<file path="config.mk">
export PLATFORM = sky130hd
export DESIGN_NAME = led_bus_arbiter_flat
export DESIGN_NICKNAME = d
export VERILOG_FILES = /design/src/rtl/led_bus_arbiter_if.sv /design/src/rtl/led_bus_arbiter.sv /design/src/flat_wrapper.sv
export SDC_FILE = /design/constraint.sdc
export NUM_CORES = 1
export LEC_CHECK = 0
export ABC_AREA = 1
export BUFFER_PORTS_ARGS = -buffer_cell sky130_fd_sc_hd__buf_4
export CAP_MARGIN = 10
export CORE_ASPECT_RATIO = 0.6
export CORE_UTILIZATION = 40
export CTS_CLUSTER_DIAMETER = 40
export DETAILED_ROUTE_END_ITERATION = 10
export PLACE_DENSITY = 0.7
export SLEW_MARGIN = 20
export SYNTH_ARGS = -nofsm -noshare
export SYNTH_HDL_FRONTEND = slang
export SYNTH_SLANG_ARGS = --single-unit
</file>
<file path="constraint.sdc">
create_clock -name iCpuClock -period 1.6 [get_ports iCpuClock]
set_input_delay 0.08 -clock iCpuClock [delete_from_list [all_inputs] [get_ports iCpuClock]]
set_output_delay 0.08 -clock iCpuClock [all_outputs]
set_load 0.005 [all_outputs]
</file>
<file path="src/rtl/led_bus_arbiter_if.sv">
// LED bus bundle between the MMIO/debug side (master) and led_bus_arbiter (slave).
interface led_bus_arbiter_if;
    logic        iCpuLedWrite;
    logic [1:0]  iCpuLedAddress;
    logic [15:0] iCpuLedData;
    logic        iDbgReq;
    logic        iDbgWrite;
    logic [1:0]  iDbgAddress;
    logic [15:0] iDbgData;
    logic        oDbgGrant;
    logic        oDoLedWrite;
    logic [1:0]  oLightAddress;
    logic [15:0] oLightDataToWrite;
    logic        oCpuShadowPending;
    logic        oOwner;

    modport master (
        output iCpuLedWrite, iCpuLedAddress, iCpuLedData,
        output iDbgReq, iDbgWrite, iDbgAddress, iDbgData,
        input  oDbgGrant, oDoLedWrite, oLightAddress, oLightDataToWrite,
        input  oCpuShadowPending, oOwner
    );

    modport slave (
        input  iCpuLedWrite, iCpuLedAddress, iCpuLedData,
        input  iDbgReq, iDbgWrite, iDbgAddress, iDbgData,
        output oDbgGrant, oDoLedWrite, oLightAddress, oLightDataToWrite,
        output oCpuShadowPending, oOwner
    );
endinterface

</file>
<file path="src/rtl/led_bus_arbiter.sv">
// Arbitrates the LED bank between CPU MMIO writes and a debug requester.
// Define LED_SHADOW_REPLAY_EN to shadow CPU writes during debug ownership and replay them on release.
module led_bus_arbiter #(
    parameter int HOLD_CYCLES = 16,
    parameter int CNT_W       = 8
) (
    input  logic             iCpuClock,
    input  logic             iCpuReset,
    led_bus_arbiter_if.slave bus
);

`ifdef LED_SHADOW_REPLAY_EN
    typedef enum logic [1:0] {
        IDLE      = 2'b00,
        DBG_HOLD  = 2'b01,
        REPLAY_LO = 2'b10,
        REPLAY_HI = 2'b11
    } state_e;
`else
    typedef enum logic {
        IDLE     = 1'b0,
        DBG_HOLD = 1'b1
    } state_e;
`endif

    localparam logic [CNT_W-1:0] HOLD_LOAD = CNT_W'(HOLD_CYCLES);
    localparam logic [1:0]       ADDR_LO   = 2'b00;
    localparam logic [1:0]       ADDR_HI   = 2'b10;

    // The high bank has only 8 LEDs, so its upper data byte is always driven as zero.
    function automatic logic [15:0] led_payload(input logic [1:0] addr, input logic [15:0] data);
        if (addr == ADDR_HI) begin
            return {8'h00, data[7:0]};
        end else begin
            return data;
        end
    endfunction

    state_e           state_q, state_d;
    logic [CNT_W-1:0] counter_q, counter_d;
    logic             grant_q, grant_d;
    logic             owner_q, owner_d;
    logic             wr_q, wr_d;
    logic [1:0]       addr_q, addr_d;
    logic [15:0]      data_q, data_d;
    logic             cpu_valid;
    logic             dbg_write;
    logic             dbg_addr_ok;

    assign cpu_valid   = bus.iCpuLedWrite &&
                         ((bus.iCpuLedAddress == ADDR_LO) || (bus.iCpuLedAddress == ADDR_HI));
    assign dbg_write   = bus.iDbgWrite && grant_q;
    assign dbg_addr_ok = (bus.iDbgAddress == ADDR_LO) || (bus.iDbgAddress == ADDR_HI);

`ifdef LED_SHADOW_REPLAY_EN
    logic [15:0] shadow_lo_q;
    logic [7:0]  shadow_hi_q;
    logic        dirty_q, dirty_d;
    logic        redo_q, redo_d;

    // Shadow copy of every valid CPU write, whatever the current owner.
    always_ff @(posedge iCpuClock or posedge iCpuReset) begin
        if (iCpuReset) begin
            shadow_lo_q <= 16'h0000;
            shadow_hi_q <= 8'h00;
        end else if (bus.iCpuLedWrite && (bus.iCpuLedAddress == ADDR_LO)) begin
            shadow_lo_q <= bus.iCpuLedData;
        end else if (bus.iCpuLedWrite && (bus.iCpuLedAddress == ADDR_HI)) begin
            shadow_hi_q <= bus.iCpuLedData[7:0];
        end
    end

    // Replay bookkeeping flags.
    always_ff @(posedge iCpuClock or posedge iCpuReset) begin
        if (iCpuReset) begin
            dirty_q <= 1'b0;
            redo_q  <= 1'b0;
        end else begin
            dirty_q <= dirty_d;
            redo_q  <= redo_d;
        end
    end

    assign bus.oCpuShadowPending = dirty_q;
`else
    assign bus.oCpuShadowPending = 1'b0;
`endif

    // Next-state and registered-output logic.
    always_comb begin
        state_d   = state_q;
        counter_d = counter_q;
        grant_d   = grant_q;
        owner_d   = owner_q;
        wr_d      = 1'b0;
        addr_d    = 2'b00;
        data_d    = 16'h0000;
`ifdef LED_SHADOW_REPLAY_EN
        dirty_d   = dirty_q;
        redo_d    = redo_q;
`endif
        case (state_q)
            IDLE: begin
                if (bus.iDbgReq) begin
                    // Debug wins ties; a coincident CPU write only lands in the shadow.
                    state_d   = DBG_HOLD;
                    grant_d   = 1'b1;
                    owner_d   = 1'b1;
                    counter_d = HOLD_LOAD;
`ifdef LED_SHADOW_REPLAY_EN
                    if (cpu_valid) begin
                        dirty_d = 1'b1;
                    end else begin
                        dirty_d = dirty_q;
                    end
`endif
                end else if (cpu_valid) begin
                    wr_d   = 1'b1;
                    addr_d = bus.iCpuLedAddress;
                    data_d = led_payload(bus.iCpuLedAddress, bus.iCpuLedData);
                end else begin
                    state_d = IDLE;
                end
            end
            DBG_HOLD: begin
`ifdef LED_SHADOW_REPLAY_EN
                if (cpu_valid) begin
                    dirty_d = 1'b1;
                end else begin
                    dirty_d = dirty_q;
                end
`endif
                if (dbg_write) begin
                    counter_d = HOLD_LOAD;
                    if (dbg_addr_ok) begin
                        wr_d   = 1'b1;
                        addr_d = bus.iDbgAddress;
                        data_d = led_payload(bus.iDbgAddress, bus.iDbgData);
                    end else begin
                        wr_d = 1'b0;
                    end
                end else if ((counter_q == '0) && !bus.iDbgReq) begin
                    grant_d = 1'b0;
                    owner_d = 1'b0;
`ifdef LED_SHADOW_REPLAY_EN
                    state_d = REPLAY_LO;
`else
                    state_d = IDLE;
`endif
                end else if (counter_q != '0) begin
                    counter_d = counter_q - CNT_W'(1);
                end else begin
                    counter_d = counter_q;
                end
            end
`ifdef LED_SHADOW_REPLAY_EN
            REPLAY_LO: begin
                wr_d    = 1'b1;
                addr_d  = ADDR_LO;
                data_d  = shadow_lo_q;
                state_d = REPLAY_HI;
                if (cpu_valid) begin
                    redo_d  = 1'b1;
                    dirty_d = 1'b1;
                end else begin
                    redo_d = redo_q;
                end
            end
            REPLAY_HI: begin
                wr_d   = 1'b1;
                addr_d = ADDR_HI;
                data_d = {8'h00, shadow_hi_q};
                // A CPU write landing now is already in the shadow, so it joins the next pass.
                if (redo_q || cpu_valid) begin
                    redo_d  = 1'b0;
                    dirty_d = 1'b1;
                    state_d = REPLAY_LO;
                end else begin
                    dirty_d = 1'b0;
                    state_d = IDLE;
                end
            end
`endif
            default: begin
                state_d   = IDLE;
                grant_d   = 1'b0;
                owner_d   = 1'b0;
                counter_d = '0;
            end
        endcase
    end

    // State, counter and output registers.
    always_ff @(posedge iCpuClock or posedge iCpuReset) begin
        if (iCpuReset) begin
            state_q   <= IDLE;
            counter_q <= '0;
            grant_q   <= 1'b0;
            owner_q   <= 1'b0;
            wr_q      <= 1'b0;
            addr_q    <= 2'b00;
            data_q    <= 16'h0000;
        end else begin
            state_q   <= state_d;
            counter_q <= counter_d;
            grant_q   <= grant_d;
            owner_q   <= owner_d;
            wr_q      <= wr_d;
            addr_q    <= addr_d;
            data_q    <= data_d;
        end
    end

    assign bus.oDbgGrant         = grant_q;
    assign bus.oOwner            = owner_q;
    assign bus.oDoLedWrite       = wr_q;
    assign bus.oLightAddress     = addr_q;
    assign bus.oLightDataToWrite = data_q;

endmodule

</file>
<file path="src/flat_wrapper.sv">
// flat-port wrapper written by rule: the top's interface ports become plain ports
module led_bus_arbiter_flat 
#(
    parameter int HOLD_CYCLES = 16,
    parameter int CNT_W       = 8
)
  (iCpuClock, iCpuReset, bus_iCpuLedWrite, bus_iCpuLedAddress, bus_iCpuLedData, bus_iDbgReq, bus_iDbgWrite, bus_iDbgAddress, bus_iDbgData, bus_oDbgGrant, bus_oDoLedWrite, bus_oLightAddress, bus_oLightDataToWrite, bus_oCpuShadowPending, bus_oOwner);
  led_bus_arbiter_if bus_i ();
  input  logic iCpuClock;
  input  logic iCpuReset;
  input wire logic [$bits(bus_i.iCpuLedWrite)-1:0] bus_iCpuLedWrite;
  input wire logic [$bits(bus_i.iCpuLedAddress)-1:0] bus_iCpuLedAddress;
  input wire logic [$bits(bus_i.iCpuLedData)-1:0] bus_iCpuLedData;
  input wire logic [$bits(bus_i.iDbgReq)-1:0] bus_iDbgReq;
  input wire logic [$bits(bus_i.iDbgWrite)-1:0] bus_iDbgWrite;
  input wire logic [$bits(bus_i.iDbgAddress)-1:0] bus_iDbgAddress;
  input wire logic [$bits(bus_i.iDbgData)-1:0] bus_iDbgData;
  output wire logic [$bits(bus_i.oDbgGrant)-1:0] bus_oDbgGrant;
  output wire logic [$bits(bus_i.oDoLedWrite)-1:0] bus_oDoLedWrite;
  output wire logic [$bits(bus_i.oLightAddress)-1:0] bus_oLightAddress;
  output wire logic [$bits(bus_i.oLightDataToWrite)-1:0] bus_oLightDataToWrite;
  output wire logic [$bits(bus_i.oCpuShadowPending)-1:0] bus_oCpuShadowPending;
  output wire logic [$bits(bus_i.oOwner)-1:0] bus_oOwner;
  assign bus_i.iCpuLedWrite = bus_iCpuLedWrite;
  assign bus_i.iCpuLedAddress = bus_iCpuLedAddress;
  assign bus_i.iCpuLedData = bus_iCpuLedData;
  assign bus_i.iDbgReq = bus_iDbgReq;
  assign bus_i.iDbgWrite = bus_iDbgWrite;
  assign bus_i.iDbgAddress = bus_iDbgAddress;
  assign bus_i.iDbgData = bus_iDbgData;
  assign bus_oDbgGrant = bus_i.oDbgGrant;
  assign bus_oDoLedWrite = bus_i.oDoLedWrite;
  assign bus_oLightAddress = bus_i.oLightAddress;
  assign bus_oLightDataToWrite = bus_i.oLightDataToWrite;
  assign bus_oCpuShadowPending = bus_i.oCpuShadowPending;
  assign bus_oOwner = bus_i.oOwner;
  led_bus_arbiter #(.HOLD_CYCLES(HOLD_CYCLES), .CNT_W(CNT_W)) u_core (.iCpuClock(iCpuClock), .iCpuReset(iCpuReset), .bus(bus_i));
endmodule
</file>
== Yosys cells after proc, flatten, opt, wreduce, memory -nomap -nowiden ==
Index checks and enable logic that the tools add are counted.
Word-level totals
  input port bits: 41
  register bits: 29
Cells by class
  multiplexer cells: 30
  bitwise logic cells: 1
  add/subtract/negate cells: 1
  reductions and logical operators: 12
  equal/unequal tests: 7
Operator list (number)
  2-to-1 mux 16 bit: 6
  2-to-1 mux 8 bit: 4
  case mux 16 bit (2 select lines): 1
  case mux 8 bit (2 select lines): 1
  2-to-1 mux 1 bit: 10
  logical NOT 8 bit: 1
  2-to-1 mux 2 bit: 4
  nonzero test 8 bit: 1
  subtractor 8 x 1 -> 8 bit, second input constant: 1
  != test 2 bit, second input constant: 3
  != test 3 bit, second input constant: 2
  case mux 1 bit (2 select lines): 3
  AND reduction 3 bit: 2
  == test 2 bit, second input constant: 2
  logical NOT 2 bit: 2
  case mux 2 bit (2 select lines): 1
  logical AND 1 bit: 3
  logical OR 1 bit: 2
  logical NOT 1 bit: 1
  NOT 1 bit: 1

== Logic depth before layout (Yosys ltp) ==
  depth in word-level cells: 6
  mapped depth: 10
  gate-level depth less buffers: 10

== Least setup slack after synthesis ==
OpenSTA, ideal clock, no wires.
  kind: flip-flop to flip-flop
  start: register u_core.counter_q[0]
  end: register u_core.counter_q[3]
  required time: 1.474 ns
  setup slack: 0.288 ns
  period minus slack after synthesis: 1.312 ns
  buffers on the path: 0
  cell stages (with the launch flop): 10
  arrival time: 1.186 ns
  library setup time: 0.126 ns
  cells stage by stage: dfrtp_1 -> inv_1 -> ha_1 -> nand2_1 -> nor2_1 -> nand2_1 -> nand2_1 -> nand2_2 -> inv_2 -> o21ai_0
Between the ends
  word-level cells in the longest chain between the ends: 5
  elaborated cells on any way between the ends: 11
RTL lines
  from (decl): RTL line led_bus_arbiter.sv:40  | logic [CNT_W-1:0] counter_q, counter_d;
  from (signal assigned): RTL line led_bus_arbiter.sv:205  | counter_q <= counter_d;
  subtractor 8 x 1 -> 8 bit: RTL line led_bus_arbiter.sv:151  | counter_d = counter_q - CNT_W'(1);
  2-to-1 mux 8 bit: RTL line led_bus_arbiter.sv:150  | end else if (counter_q != '0) begin
  2-to-1 mux 8 bit: RTL line led_bus_arbiter.sv:142  | end else if ((counter_q == '0) && !bus.iDbgReq) begin
  2-to-1 mux 8 bit: RTL line led_bus_arbiter.sv:133  | if (dbg_write) begin
  case mux 8 bit (2 select lines): RTL line led_bus_arbiter.sv:102  | case (state_q)
Parallel ways exist; a longest one is shown, timed or not. The select of a mux whose other input is x is not followed.
A chain may end at the register's enable or synchronous reset.

== Final worst setup path ==
Same ends and word-level chain as after synthesis.

==> out/metrics.yaml <==
ys_seq_elements: 29
combinationalPowerShare_pct: 36.6
r2r.worst_path.cells: 9
min_period_ns: 1.386
drt_first_iter_violations: 62
num_vias: 1280
cts-buffers-inserted: 5
p_leak_nw: 1.108
nFillCells: 305
pwr-share-seq_pct: 39.9
fp.dieH_um: 48.12
routed_via_density: 4.689
netSwitchingFraction_pct: 35.77
track_usage_pct: 19.87
cts_tree: "yes"
netlist_instances: 159
r2r_setup_slack_ns: 0.21
status: "completed"
io_pins: 63
yosys_warnings: 0
irDropWorstVdd_mv: 0.7520
grt_max_degree: 30
hold_ws_ns: 0.01585
hold_depth: 2
num_rows: 16
p_clk_share_pct: 23.5
num_antenna_cells: 0
cts_root_buf: "clkbuf_8"
grt_pass1_wl_um: 5451
setup_viol: 0
skew_ns: 0.004290
dr.pass1.iters: 4
critPathCaptureType: "register"
holdCritPathClass: "in2reg"
grt_antenna_before_repair: 0
multi_input_area_um2: 568.0
grt_pass1_vias: 1192
drv_slew: 0
seq_area_um2: 725.7
clkTransAtPathRegs_ns: 0.06
hold_viol: 0
tns_ns: 0
io_buffer_count: 61
clkSinkCount: 29
gp_congestion: 0.8522
syn2layout_area_growth_pct: 41.31
power_mw: 2.437
crit_required_ns: 1.76
finalNetCount: 270
fin_ws_ns: 0.2136
drtAntennaViolNets: 0
cap_violations: 0
grt-ovfl-total: 0
rsz0062_at_grt: "no"
dp_worst_setup_slack_ns: 0.1151
criticalPathCategory: "reg2reg"
core_area_um2: 3323
pwr_density_cell_nw_per_um2: 1217
p_switching_mw: 0.8718
initial_core_util_pct: 42.66
avgSynthCellArea_um2: 8.916
clock_latency_ns: 0.28
drc: 0
power.internal_mw: 1.565
drt-wirelength-per-cell_um: 12.14
clock_path_buffers: 2
max_freq_mhz: 721.3
finalCritPeriodShare_pct: 86.65
ys_seq_area_share_pct: 51.19
syn_area_um2: 1418
dieWidth_um: 78.86
final_layout_size_suffix_gt1_share_pct: 36.84
finalWirelength_um: 3313
htree_levels: 2
arrival_ns: 1.55
dieArea_um2: 3794
crit_fanout: 6
dp_hpwl_um: 2447
startpoint_type: "register"
synth.distinct_cells: 25
worst max-delay path: stages (launching register included):
cell     delay (ns)
dfrtp_1        0.37
inv_2          0.09
ha_1           0.15
nand2_1        0.06
nor2_2         0.12
nand2_1        0.12
nand2_1        0.09
nand2_2        0.09
inv_2          0.10
o21ai_0        0.07
timing repair:
action | 4_1_cts | 5_1_grt
endpoints found under the setup margin | 0 | 6
gates resized for setup | 0 | 4
hold endpoints to repair | 29 | 0
hold buffers | 1 | 0
buffers inserted | 0 | 0
layout by cell type (no fill, tap or decap):
master and instances:
nor2_2 1, nor2_8 1, clkinv_1 2, and2_1 1, a21oi_1 1, buf_4 64
o21ai_0 6, ha_1 2, clkbuf_1 3, nand3_1 26, inv_1 13, nor2_1 10
nand2_2 2, nand4_1 5, clkbuf_8 5, o22ai_2 1, nor3_4 1, conb_1 2
dlygate4sd3_1 1, nand2_1 33, nor2_4 1, inv_2 7, o21ai_1 1, or2_1 1
a22o_1 8, nand2_4 1, dfrtp_1 29
stage by stage:
| step | util [%] | instance area [um^2] | cells |
|---|---|---|---|
| after floorplan | - | 1421 | 160 |
| after global placement | 57.34 | 1906 | 264 |
| after detailed placement | 57.34 | 1906 | 264 |
| after CTS | 60.05 | 1996 | 273 |
| after global routing | 60.28 | 2003 | 273 |
| final | 60.28 | 2003 | 273 |
registers in the layout, indices dropped and copies added (netlist names):
name,cells
u_core.bus.oLightAddress,2
u_core.counter_q,8
u_core.bus.oDoLedWrite,1
u_core.state_q,1
u_core.bus.oDbgGrant,1
u_core.bus.oLightDataToWrite,16
path summary, 6_finish.rpt:
kind / start / endpoint
max in group asynchronous: iCpuReset / u_core.counter_q[7]$_DFFE_PP0P_
min in group asynchronous: iCpuReset / u_core.bus.oLightAddress[0]$_DFF_PP0_
max: u_core.counter_q[0]$_DFFE_PP0P_ / u_core.counter_q[3]$_DFFE_PP0P_
min reg2reg: u_core.counter_q[6]$_DFFE_PP0P_ / u_core.counter_q[6]$_DFFE_PP0P_
min: bus_iCpuLedData[0] / u_core.bus.oLightDataToWrite[0]$_DFF_PP0_
max reg2reg: u_core.counter_q[0]$_DFFE_PP0P_ / u_core.counter_q[3]$_DFFE_PP0P_
power by group through the flow:
| stage | clock, mW | combinational (mW) | sequential (mW) |
|---|---|---|---|
| after detailed placement | 0 | 0.866 | 0.975 |
| after global routing | 0.632 | 1.02 | 0.991 |
| after CTS | 0.589 | 0.873 | 0.963 |
| after global placement | 0 | 0.853 | 0.976 |
| after floorplan | 0 | 0.584 | 0.967 |
| final | 0.572 | 0.892 | 0.972 |
synthesized netlist by cell type:
cell type	instances	area, um^2
buf_6	2	22.52
nor3_4	1	16.27
nand3_1	26	130.1
nor2_2	1	6.260
inv_1	15	56.30
inv_2	5	18.77
a21oi_1	1	5.000
and2_1	1	6.260
nand2_1	33	123.9
clkinv_1	2	7.510
nand2_4	1	11.26
buf_8	1	15.01
or2_1	1	6.260
conb_1	1	3.750
o21ai_0	6	30.03
o21ai_1	1	5.000
buf_4	2	15.01
o22ai_2	1	12.51
nand4_1	5	31.28
a22o_1	8	70.07
nor2_1	11	41.29
dfrtp_1	29	725.7
nor2_8	1	20.02
nand2_2	2	12.51
ha_1	2	25.02
metal layers:
metal / wire [um] / global-route usage [%] / share of wire, %
met1: 1587 / 25.92 / 48
met3: 248 / 6.729 / 7.5
met5: 0 / 0 / 0
met4: 13 / 7.273 / 0.39
met2: 1464 / 32.00 / 44
area by class of cell:
class	instances	share of cell area [%]
sequential	29	36.23
multi-input combinational	104	28.36
timing repair buffer	65	24.48
inverter	22	4.122
clock buffer	8	3.998
tap	45	2.811
kinds of logic (layout without fill, tap and decap cells):
family | count (synthesis) | in the layout | share of synthesized area [%]
other cells | 1 | 2 | 0.2645
fa+ha+maj | 2 | 2 | 1.765
buf+inv | 27 | 95 | 9.532
simple gates | 83 | 83 | 28.60
flops | 29 | 29 | 51.19
compound gates | 17 | 17 | 8.649
Power figures use the tool's default switching activity.
